File: src/rtl/snake_game_core.sv
// Snake game logic for the 64x48-cell VGA renderer: body, item, length, step timer, win/lose.
// Optional SNAKE_ITEM_AVOID_BODY_EN: item placement also rejects cells under the body.
module snake_game_core #(
    parameter int          MAX_SIZE  = 100,
    parameter int          INIT_SIZE = 3,
    parameter int          TICK_DIV  = 5000000,
    parameter logic [15:0] LFSR_SEED = 16'hACE1
) (
    input  logic                  i_Clk,
    input  logic                  i_Rst,
    input  logic                  i_start,
    input  logic                  i_up,
    input  logic                  i_down,
    input  logic                  i_left,
    input  logic                  i_right,
    output logic [MAX_SIZE*6-1:0] o_worm_x,
    output logic [MAX_SIZE*6-1:0] o_worm_y,
    output logic [5:0]            o_item_x,
    output logic [5:0]            o_item_y,
    output logic [11:0]           o_size,
    output logic                  o_game_over,
    output logic                  o_busy
);
    localparam int IDX_W = (MAX_SIZE > 1) ? $clog2(MAX_SIZE) : 1;

    typedef enum logic [2:0] {S_IDLE, S_RUN, S_CHECK, S_UPDATE, S_PLACE, S_OVER} state_t;
    typedef enum logic [1:0] {D_UP = 2'd0, D_DOWN = 2'd1, D_LEFT = 2'd2, D_RIGHT = 2'd3} dir_t;
    typedef logic [MAX_SIZE-1:0][5:0] seg_t;

    function automatic seg_t init_x();
        seg_t s;
        s = '0;
        for (int k = 0; k < INIT_SIZE; k++) s[k] = 6'(32 - k);
        return s;
    endfunction

    function automatic seg_t init_y();
        seg_t s;
        s = '0;
        for (int k = 0; k < INIT_SIZE; k++) s[k] = 6'd24;
        return s;
    endfunction

    function automatic logic playable(input logic [5:0] x, input logic [5:0] y);
        return (x >= 6'd1) && (x <= 6'd62) && (y >= 6'd1) && (y <= 6'd46);
    endfunction

    localparam seg_t INIT_X = init_x();
    localparam seg_t INIT_Y = init_y();

    state_t             state_q, state_d;
    seg_t               seg_x_q, seg_x_d, seg_y_q, seg_y_d;
    logic [5:0]         item_x_q, item_x_d, item_y_q, item_y_d;
    logic [11:0]        size_q, size_d;
    dir_t               dir_q, dir_d, pend_q, pend_d;
    logic [31:0]        tick_q, tick_d;
    logic [15:0]        lfsr_q, lfsr_d;
    logic [5:0]         nh_x_q, nh_x_d, nh_y_q, nh_y_d;
    logic               eat_q, eat_d;
    logic [IDX_W-1:0]   idx_q, idx_d;
    logic               go_q, busy_q;
`ifdef SNAKE_ITEM_AVOID_BODY_EN
    logic [5:0]         cand_x_q, cand_x_d, cand_y_q, cand_y_d;
    logic               cand_vld_q, cand_vld_d;
`endif

    logic        req_vld;
    dir_t        req_dir;
    logic [5:0]  nh_x, nh_y;
    logic [5:0]  cx, cy_raw, cy;
    logic [15:0] lfsr_step;
    logic [11:0] limit, idx_ext;

    always_comb begin
        req_vld = i_up | i_down | i_left | i_right;
        req_dir = D_RIGHT;
        if (i_up)        req_dir = D_UP;
        else if (i_down) req_dir = D_DOWN;
        else if (i_left) req_dir = D_LEFT;
    end

    // Next head follows the pending direction; 6-bit wrap always lands on a wall cell.
    always_comb begin
        nh_x = seg_x_q[0];
        nh_y = seg_y_q[0];
        case (pend_q)
            D_UP:    nh_y = seg_y_q[0] - 6'd1;
            D_DOWN:  nh_y = seg_y_q[0] + 6'd1;
            D_LEFT:  nh_x = seg_x_q[0] - 6'd1;
            default: nh_x = seg_x_q[0] + 6'd1;
        endcase
    end

    always_comb begin
        lfsr_step = {lfsr_q[0] ^ lfsr_q[2] ^ lfsr_q[3] ^ lfsr_q[5], lfsr_q[15:1]};
        cx        = lfsr_q[5:0];
        cy_raw    = lfsr_q[11:6];
        cy        = (cy_raw >= 6'd48) ? cy_raw - 6'd48 : cy_raw;
        // A tail that vacates this step is not an obstacle unless we are growing.
        limit     = eat_q ? size_q - 12'd1 : size_q - 12'd2;
        idx_ext   = 12'(idx_q);
    end

    always_comb begin
        state_d  = state_q;
        seg_x_d  = seg_x_q;
        seg_y_d  = seg_y_q;
        item_x_d = item_x_q;
        item_y_d = item_y_q;
        size_d   = size_q;
        dir_d    = dir_q;
        pend_d   = pend_q;
        tick_d   = tick_q;
        lfsr_d   = lfsr_q;
        nh_x_d   = nh_x_q;
        nh_y_d   = nh_y_q;
        eat_d    = eat_q;
        idx_d    = idx_q;
`ifdef SNAKE_ITEM_AVOID_BODY_EN
        cand_x_d   = cand_x_q;
        cand_y_d   = cand_y_q;
        cand_vld_d = cand_vld_q;
`endif

        if (state_q != S_OVER && req_vld && (req_dir != (dir_q ^ 2'b01)))
            pend_d = req_dir;

        case (state_q)
            S_IDLE: begin
                if (i_start) begin
                    state_d = S_RUN;
                    tick_d  = '0;
                end
            end
            S_RUN: begin
                if (tick_q == 32'(TICK_DIV - 1)) begin
                    tick_d  = '0;
                    state_d = S_CHECK;
                    dir_d   = pend_q;
                    nh_x_d  = nh_x;
                    nh_y_d  = nh_y;
                    eat_d   = (nh_x == item_x_q) && (nh_y == item_y_q);
                    idx_d   = '0;
                end else begin
                    tick_d = tick_q + 32'd1;
                end
            end
            S_CHECK: begin
                if (!playable(nh_x_q, nh_y_q))
                    state_d = S_OVER;
                else if (seg_x_q[idx_q] == nh_x_q && seg_y_q[idx_q] == nh_y_q)
                    state_d = S_OVER;
                else if (idx_ext == limit)
                    state_d = S_UPDATE;
                else
                    idx_d = idx_q + 1'b1;
            end
            S_UPDATE: begin
                seg_x_d = {seg_x_q[MAX_SIZE-2:0], nh_x_q};
                seg_y_d = {seg_y_q[MAX_SIZE-2:0], nh_y_q};
                if (eat_q && size_q < 12'(MAX_SIZE)) size_d = size_q + 12'd1;
                state_d = eat_q ? S_PLACE : S_RUN;
                idx_d   = '0;
`ifdef SNAKE_ITEM_AVOID_BODY_EN
                cand_vld_d = 1'b0;
`endif
            end
            S_PLACE: begin
                lfsr_d = lfsr_step;
`ifdef SNAKE_ITEM_AVOID_BODY_EN
                if (!cand_vld_q) begin
                    if (playable(cx, cy)) begin
                        cand_x_d   = cx;
                        cand_y_d   = cy;
                        cand_vld_d = 1'b1;
                        idx_d      = '0;
                    end
                end else if (seg_x_q[idx_q] == cand_x_q && seg_y_q[idx_q] == cand_y_q) begin
                    cand_vld_d = 1'b0;
                end else if (idx_ext == size_q - 12'd1) begin
                    item_x_d   = cand_x_q;
                    item_y_d   = cand_y_q;
                    cand_vld_d = 1'b0;
                    state_d    = S_RUN;
                end else begin
                    idx_d = idx_q + 1'b1;
                end
`else
                if (playable(cx, cy)) begin
                    item_x_d = cx;
                    item_y_d = cy;
                    state_d  = S_RUN;
                end
`endif
            end
            S_OVER: begin
                // Restart keeps the LFSR so successive games see different items.
                if (i_start) begin
                    seg_x_d  = INIT_X;
                    seg_y_d  = INIT_Y;
                    item_x_d = 6'd48;
                    item_y_d = 6'd24;
                    size_d   = 12'(INIT_SIZE);
                    dir_d    = D_RIGHT;
                    pend_d   = D_RIGHT;
                    tick_d   = '0;
                    state_d  = S_RUN;
                end
            end
            default: state_d = S_IDLE;
        endcase
    end

    always_ff @(posedge i_Clk) begin
        if (i_Rst) begin
            state_q  <= S_IDLE;
            seg_x_q  <= INIT_X;
            seg_y_q  <= INIT_Y;
            item_x_q <= 6'd48;
            item_y_q <= 6'd24;
            size_q   <= 12'(INIT_SIZE);
            dir_q    <= D_RIGHT;
            pend_q   <= D_RIGHT;
            tick_q   <= '0;
            lfsr_q   <= LFSR_SEED;
            nh_x_q   <= '0;
            nh_y_q   <= '0;
            eat_q    <= 1'b0;
            idx_q    <= '0;
            go_q     <= 1'b0;
            busy_q   <= 1'b0;
`ifdef SNAKE_ITEM_AVOID_BODY_EN
            cand_x_q   <= '0;
            cand_y_q   <= '0;
            cand_vld_q <= 1'b0;
`endif
        end else begin
            state_q  <= state_d;
            seg_x_q  <= seg_x_d;
            seg_y_q  <= seg_y_d;
            item_x_q <= item_x_d;
            item_y_q <= item_y_d;
            size_q   <= size_d;
            dir_q    <= dir_d;
            pend_q   <= pend_d;
            tick_q   <= tick_d;
            lfsr_q   <= lfsr_d;
            nh_x_q   <= nh_x_d;
            nh_y_q   <= nh_y_d;
            eat_q    <= eat_d;
            idx_q    <= idx_d;
            go_q     <= (state_d == S_OVER);
            busy_q   <= (state_d == S_CHECK) || (state_d == S_UPDATE) || (state_d == S_PLACE);
`ifdef SNAKE_ITEM_AVOID_BODY_EN
            cand_x_q   <= cand_x_d;
            cand_y_q   <= cand_y_d;
            cand_vld_q <= cand_vld_d;
`endif
        end
    end

    assign o_worm_x    = seg_x_q;
    assign o_worm_y    = seg_y_q;
    assign o_item_x    = item_x_q;
    assign o_item_y    = item_y_q;
    assign o_size      = size_q;
    assign o_game_over = go_q;
    assign o_busy      = busy_q;
endmodule

File: config.mk
export PLATFORM = sky130hd
export DESIGN_NAME = snake_game_core
export DESIGN_NICKNAME = d
export VERILOG_FILES = /design/src/rtl/snake_game_core.sv
export SDC_FILE = /design/constraint.sdc
export NUM_CORES = 2
export LEC_CHECK = 0
export ABC_AREA = 1
export BUFFER_PORTS_ARGS = -buffer_cell sky130_fd_sc_hd__buf_2
export CAP_MARGIN = 0
export CORE_AREA = 4 4 478 480
export DETAILED_ROUTE_END_ITERATION = 12
export DIE_AREA = 0 0 482 484
export HOLD_SLACK_MARGIN = 0.08
export PLACE_DENSITY = 0.5
export SYNTH_ARGS = -nofsm -noshare
export SYNTH_HDL_FRONTEND = slang
export SYNTH_SLANG_ARGS = --single-unit
File: constraint.sdc
create_clock -name i_Clk -period 3.81 [get_ports i_Clk]
set_input_delay 0.1905 -clock i_Clk [delete_from_list [all_inputs] [get_ports i_Clk]]
set_output_delay 0.1905 -clock i_Clk [all_outputs]
set_load 0.01 [all_outputs]
==> results <==
- The final hold violation count is 0.
- The XOR/XNOR share of the synthesized area is less than 1%.
- The met2 usage is between 40% and 50%.
- The maximum number of pins on one net before global-route repair is 182.
- The family of cells with the greatest summed delay on the critical path is simple AND/OR/NAND/NOR gates.
- The first-pass detailed-route iteration total is 7.
- The largest single stage delay on the critical path is 0.41 ns.
- For met3 alone, demand over resource in global routing was under 10%.
- In this run the vertical extent of the chip is 484 um.
- The relative slew slack is between 20% and 30%.
- In this run the clock root is driven by a sky130_fd_sc_hd__clkbuf_16.
- The count of placed standard cells in the final layout, fillers left out is about 13k.
- The number of clock buffers inserted by TritonCTS is 158.
- Counting tap cells, the placed design contains a total of ~12k instances.
- The first global-routing pass estimated about 450000 um of wire.
- The net count of the mapped netlist is 8811.
- The run finished with clean final reports.
- The number of distinct library cells after synthesis is 50.
- The slowest stage of the critical path belongs to the cell sky130_fd_sc_hd__nor2_1.
- The standby leakage power is between 30 and 40 nW.
- The endpoint identified for the worst register-to-register timing path is o_game_over.
- The clock tree buffer depth is 3.
- Across all register-to-register paths, the minimum setup slack is about 0.21 ns.
- The vias per cell is approximately 5.3.
- The Yosys step of the flow raised 0 warnings.
- The finished cells cover approximately 76000 sq um.
- In this run the most used layer during global routing was met2.
- The via count of the first global-routing pass is a little over 60k.
- The effective utilization at floorplan is a little over a quarter.
- The number of max-cap violations is 0.
- The post-route clock skew is 0.03265 ns.
- After synthesis, the share of cell area in mux cells is 0%.
- Summing all multi-input logic gate instances after layout gives about 30000 sq um.
- The highest net fanout along the worst path is 37.
- The total area inside the core boundary comes to 224200 sq um.
- Static timing analysis puts the maximum clock frequency at 0.2780 GHz.
- After detailed routing, the average wire length per cell comes to approximately 25 um.
- The classification of the worst-slack hold path is reg2reg.
- The placed instance area is between 70000 and 80000 sq um.
- The total die area is roughly 230000 sq um.
- By area, the combinational part of the netlist is dominated by simple AND/OR/NAND/NOR gates.
- In this run the core area contains around 170 standard-cell rows.
- After the first detailed-routing iteration, the DRC count stood at between 6k and 7k.
- The reg-to-reg critical path startpoint is idx_q[1].
- Global routing consumed, on the met1 layer, between 30% and 40% of the routing resources.
- Compared with the post-synthesis result, the final layout area differs by 23.87%.
- The library cell occupying the most area in the post-synthesis netlist is sky130_fd_sc_hd__dfxtp_1.
- The register cell area after layout is approximately 26000 sq um.
- Setup repair after global routing left no endpoint under its margin.
- Global routing consumed, over all layers together, between 20% and 30% of the routing resources.
- The final clock period utilization by the worst path is 94.41%.
- A synthesized cell averages 6.964 sq um.
- The number of filler cells placed in the layout is 24.25k.
- Summing the sequential cell areas from Yosys gives a little over two fifths of the chip area.
- The TritonCTS clock tree is built.
- The critical path endpoint category is a register.
- STA classifies the critical path startpoint as a register.
- The number of DRC violations after detailed routing is 0.
- The mapped netlist covers approximately 61000 sq um.
- Summed over all layers, the routed wires come to ~320000 um.
- The vias after detailed routing is about 68k.
- The sum of buffers and inverters on the critical path is 4.
- Yosys attributes the largest share of cell area to sky130_fd_sc_hd__dfxtp_1 43%, sky130_fd_sc_hd__nand2_1 12%, sky130_fd_sc_hd__a21oi_1 12%.
- The final count of negative-setup-slack endpoints is 0.
- The design draws between 30 and 40 mW.
- The number of top-level pins is 1233.
- The final count of pins violating max slew is 0.
- The critical path class is reg2reg.
- The post-synthesis share of cell area spent on and, or, nand and nor gates is 25.35%.
- The final antenna-violating net count is 0.
- Synthesis inferred about 1.3k register bits.
- At the pin with the least slew margin, the transition time is about 1.2 ns.
- The power per cell area is 400.6 nW/um^2.
- The worst reg2reg path depth is 23.
- For this run, asynchronously set or reset flops after synthesis account for 0%.
- The register clock-pin slew on the reported worst setup and hold paths is about 0.06 ns.
- The library cell appearing most often on the critical path is sky130_fd_sc_hd__nand2_1.
- Summing the areas of all compound-gate instances in the mapped netlist gives 22.19% of the synthesized area.
- The worst hold path terminates at lfsr_q[13].
- Walking the worst path, the cells encountered are inv_8 > buf_12 > buf_4 > nor2_1 > nand2_1 > nand2_1 > nand2_1 > nand2_1 > nor2_1 > nor2_1 > nor2_1 > nand3_1 > nand3_1 > nand2_1 > nor2_1 > nand2_1 > nor2_4 > nand3_4 > nand2_2 > inv_2 > nand2_1 > nand2_1 > nor2_1.
- The synthesized design contains 0 enable-type register cells.
- The worst ir drop on vdd is a little over 400 uV.
- Buffers placed on the I/O ports in this run total 1232.
- The proportion of layout cells with a drive suffix above 1 is a little under a fifth.
- The leading cell type by number of instances after synthesis is sky130_fd_sc_hd__nand2_1.
- The primary flip-flop cell chosen by synthesis mapping is sky130_fd_sc_hd__dfxtp_1.
- From left edge to right edge, the die measures 482 um.
- The startpoint identified for the worst hold timing path is lfsr_q[14].
- Counting I/O delays and the setup requirement, the final critical path takes about 3.6 ns.
- The clock drives between 1k and 1.5k sinks.
- The clock reaches the later pin of the worst-skew pair after about 0.81 ns.
- The initial antenna violation count is 12.
- The synthesized netlist cell count is 8787.
- The share of the synthesized area in the top cell type is about 43%.
- The required time of the worst setup path is roughly 4.5 ns.
- The total overflow left after global routing is 0.
- The data arrival time at the worst-slack endpoint is ~4.3 ns.
- The number of nets in the finished design is about 9.7k.
- Counting instances in the post-synthesis netlist gives the leading cell types as 1942 x sky130_fd_sc_hd__nand2_1, 1413 x sky130_fd_sc_hd__a21oi_1, 1301 x sky130_fd_sc_hd__dfxtp_1.
- The number of cells on the worst hold path is 2.
- The level count of the clock H-tree is 4.
- The half-perimeter wire length after detailed placement is roughly 230000 um.
- The weighted congestion reported at the end of routability-driven placement is 0.8966.
- Measured on the finished design, the core utilization comes to between 30% and 40%.
- Summing the areas of all fa, ha and maj instances in the mapped netlist gives less than 1% of the synthesized area.
## worst register-to-register path, delay by kind of cell (launching register included)
family                 cells  cell delay [ns]
and+or+nand+nor           19             2.25
buffers and inverters      4             0.90
DFF                        1             0.38
## through the flow
step                      hold slack, ns  setup TNS [ns]  setup WS, ns
after global routing              0.4265               0       0.01001
after detailed placement          0.4523         -0.6894       -0.1317
after CTS                         0.3436               0       0.01398
after floorplan                   0.3919               0         1.040
final                             0.4587               0        0.2130
after global placement            0.4358         -0.3850       -0.1118
## sequential cells by signal (all words and copies together) (netlist names), 3 cells and up
signal,flops
idx_q,7
lfsr_q,16
nh_x_q,6
nh_y_q,6
o_item_x,6
o_item_y,6
o_size,12
o_worm_x,600
o_worm_y,600
state_q,3
tick_q,32
## cell usage in the layout (no fill, tap or decap), types with 13 or more instances in the layout
cell                        netlist  routed
sky130_fd_sc_hd__nand2_1       1942    1941
sky130_fd_sc_hd__a21oi_1       1413    1413
sky130_fd_sc_hd__dfxtp_1       1301    1296
sky130_fd_sc_hd__buf_2          127    1232
sky130_fd_sc_hd__nand3_1       1088    1088
sky130_fd_sc_hd__nor2_1         537     533
sky130_fd_sc_hd__inv_1          513     511
sky130_fd_sc_hd__a211oi_1       379     379
sky130_fd_sc_hd__o21ai_0        312     310
sky130_fd_sc_hd__buf_4           53     178
sky130_fd_sc_hd__clkbuf_16        0     165
sky130_fd_sc_hd__o21ai_1        140     142
sky130_fd_sc_hd__o211ai_1       108     108
sky130_fd_sc_hd__o22ai_1         64      64
sky130_fd_sc_hd__buf_12           0      64
sky130_fd_sc_hd__nand4_1         44      44
sky130_fd_sc_hd__clkbuf_1       532      36
sky130_fd_sc_hd__clkbuf_8         0      35
sky130_fd_sc_hd__nor3_1          34      34
sky130_fd_sc_hd__clkinv_2         0      29
sky130_fd_sc_hd__xor2_1          21      21
sky130_fd_sc_hd__ha_1            15      15
sky130_fd_sc_hd__nor4_1          13      13
## what timing repair did
action,in CTS,in global routing
endpoints found under the hold margin,63,0
hold buffers,9,0
resized for setup,3,13
setup endpoints to repair,10,9
gates cloned,0,1
buffers inserted,0,1
## metal layers
| layer | share of wire, % | wire length (um) | vias up |
|---|---|---|---|
| li1 | - | - | 31510 |
| met1 | 39 | 126100 | 32820 |
| met2 | 47 | 149800 | 3084 |
| met3 | 8.9 | 28450 | 519 |
| met4 | 5.2 | 16590 | 2 |
| met5 | 0.0041 | 13 | - |
## power breakdown
group	internal, mW	leakage, nW	switching [mW]
combinational	0.246	17.7	0.745
clock	9.21	2.63	6.55
sequential	13.6	10.5	0.00872
## cell type report
cell class	count	area share (%)
Multi-Input combinational cell	6172	39.08
Sequential cell	1301	34.38
Timing Repair Buffer	1491	11.89
Clock buffer	235	6.228
Tap cell	2992	4.938
Inverter	525	2.662
Clock inverter	53	0.8170
Antenna cell	3	0.009903
## worst max-delay path by stage
stage,endpoint,depth (start not counted),startpoint
4_1_cts,o_game_over,19,idx_q[3]
6_report,o_game_over,23,idx_q[1]
3_3_place_gp,o_game_over,23,idx_q[0]
2_1_floorplan,eat_q,15,pend_q[1]
5_1_grt,o_game_over,19,idx_q[1]
3_5_place_dp,o_game_over,23,idx_q[3]
## cell families after synthesis
family / count (synthesis)
buf+inv: 1314
flops: 1301
simple gates: 3687
xor+xnor: 30
fa+ha+maj: 17
compound gates: 2438
Note: power is estimated with default switching activity, not from simulation.
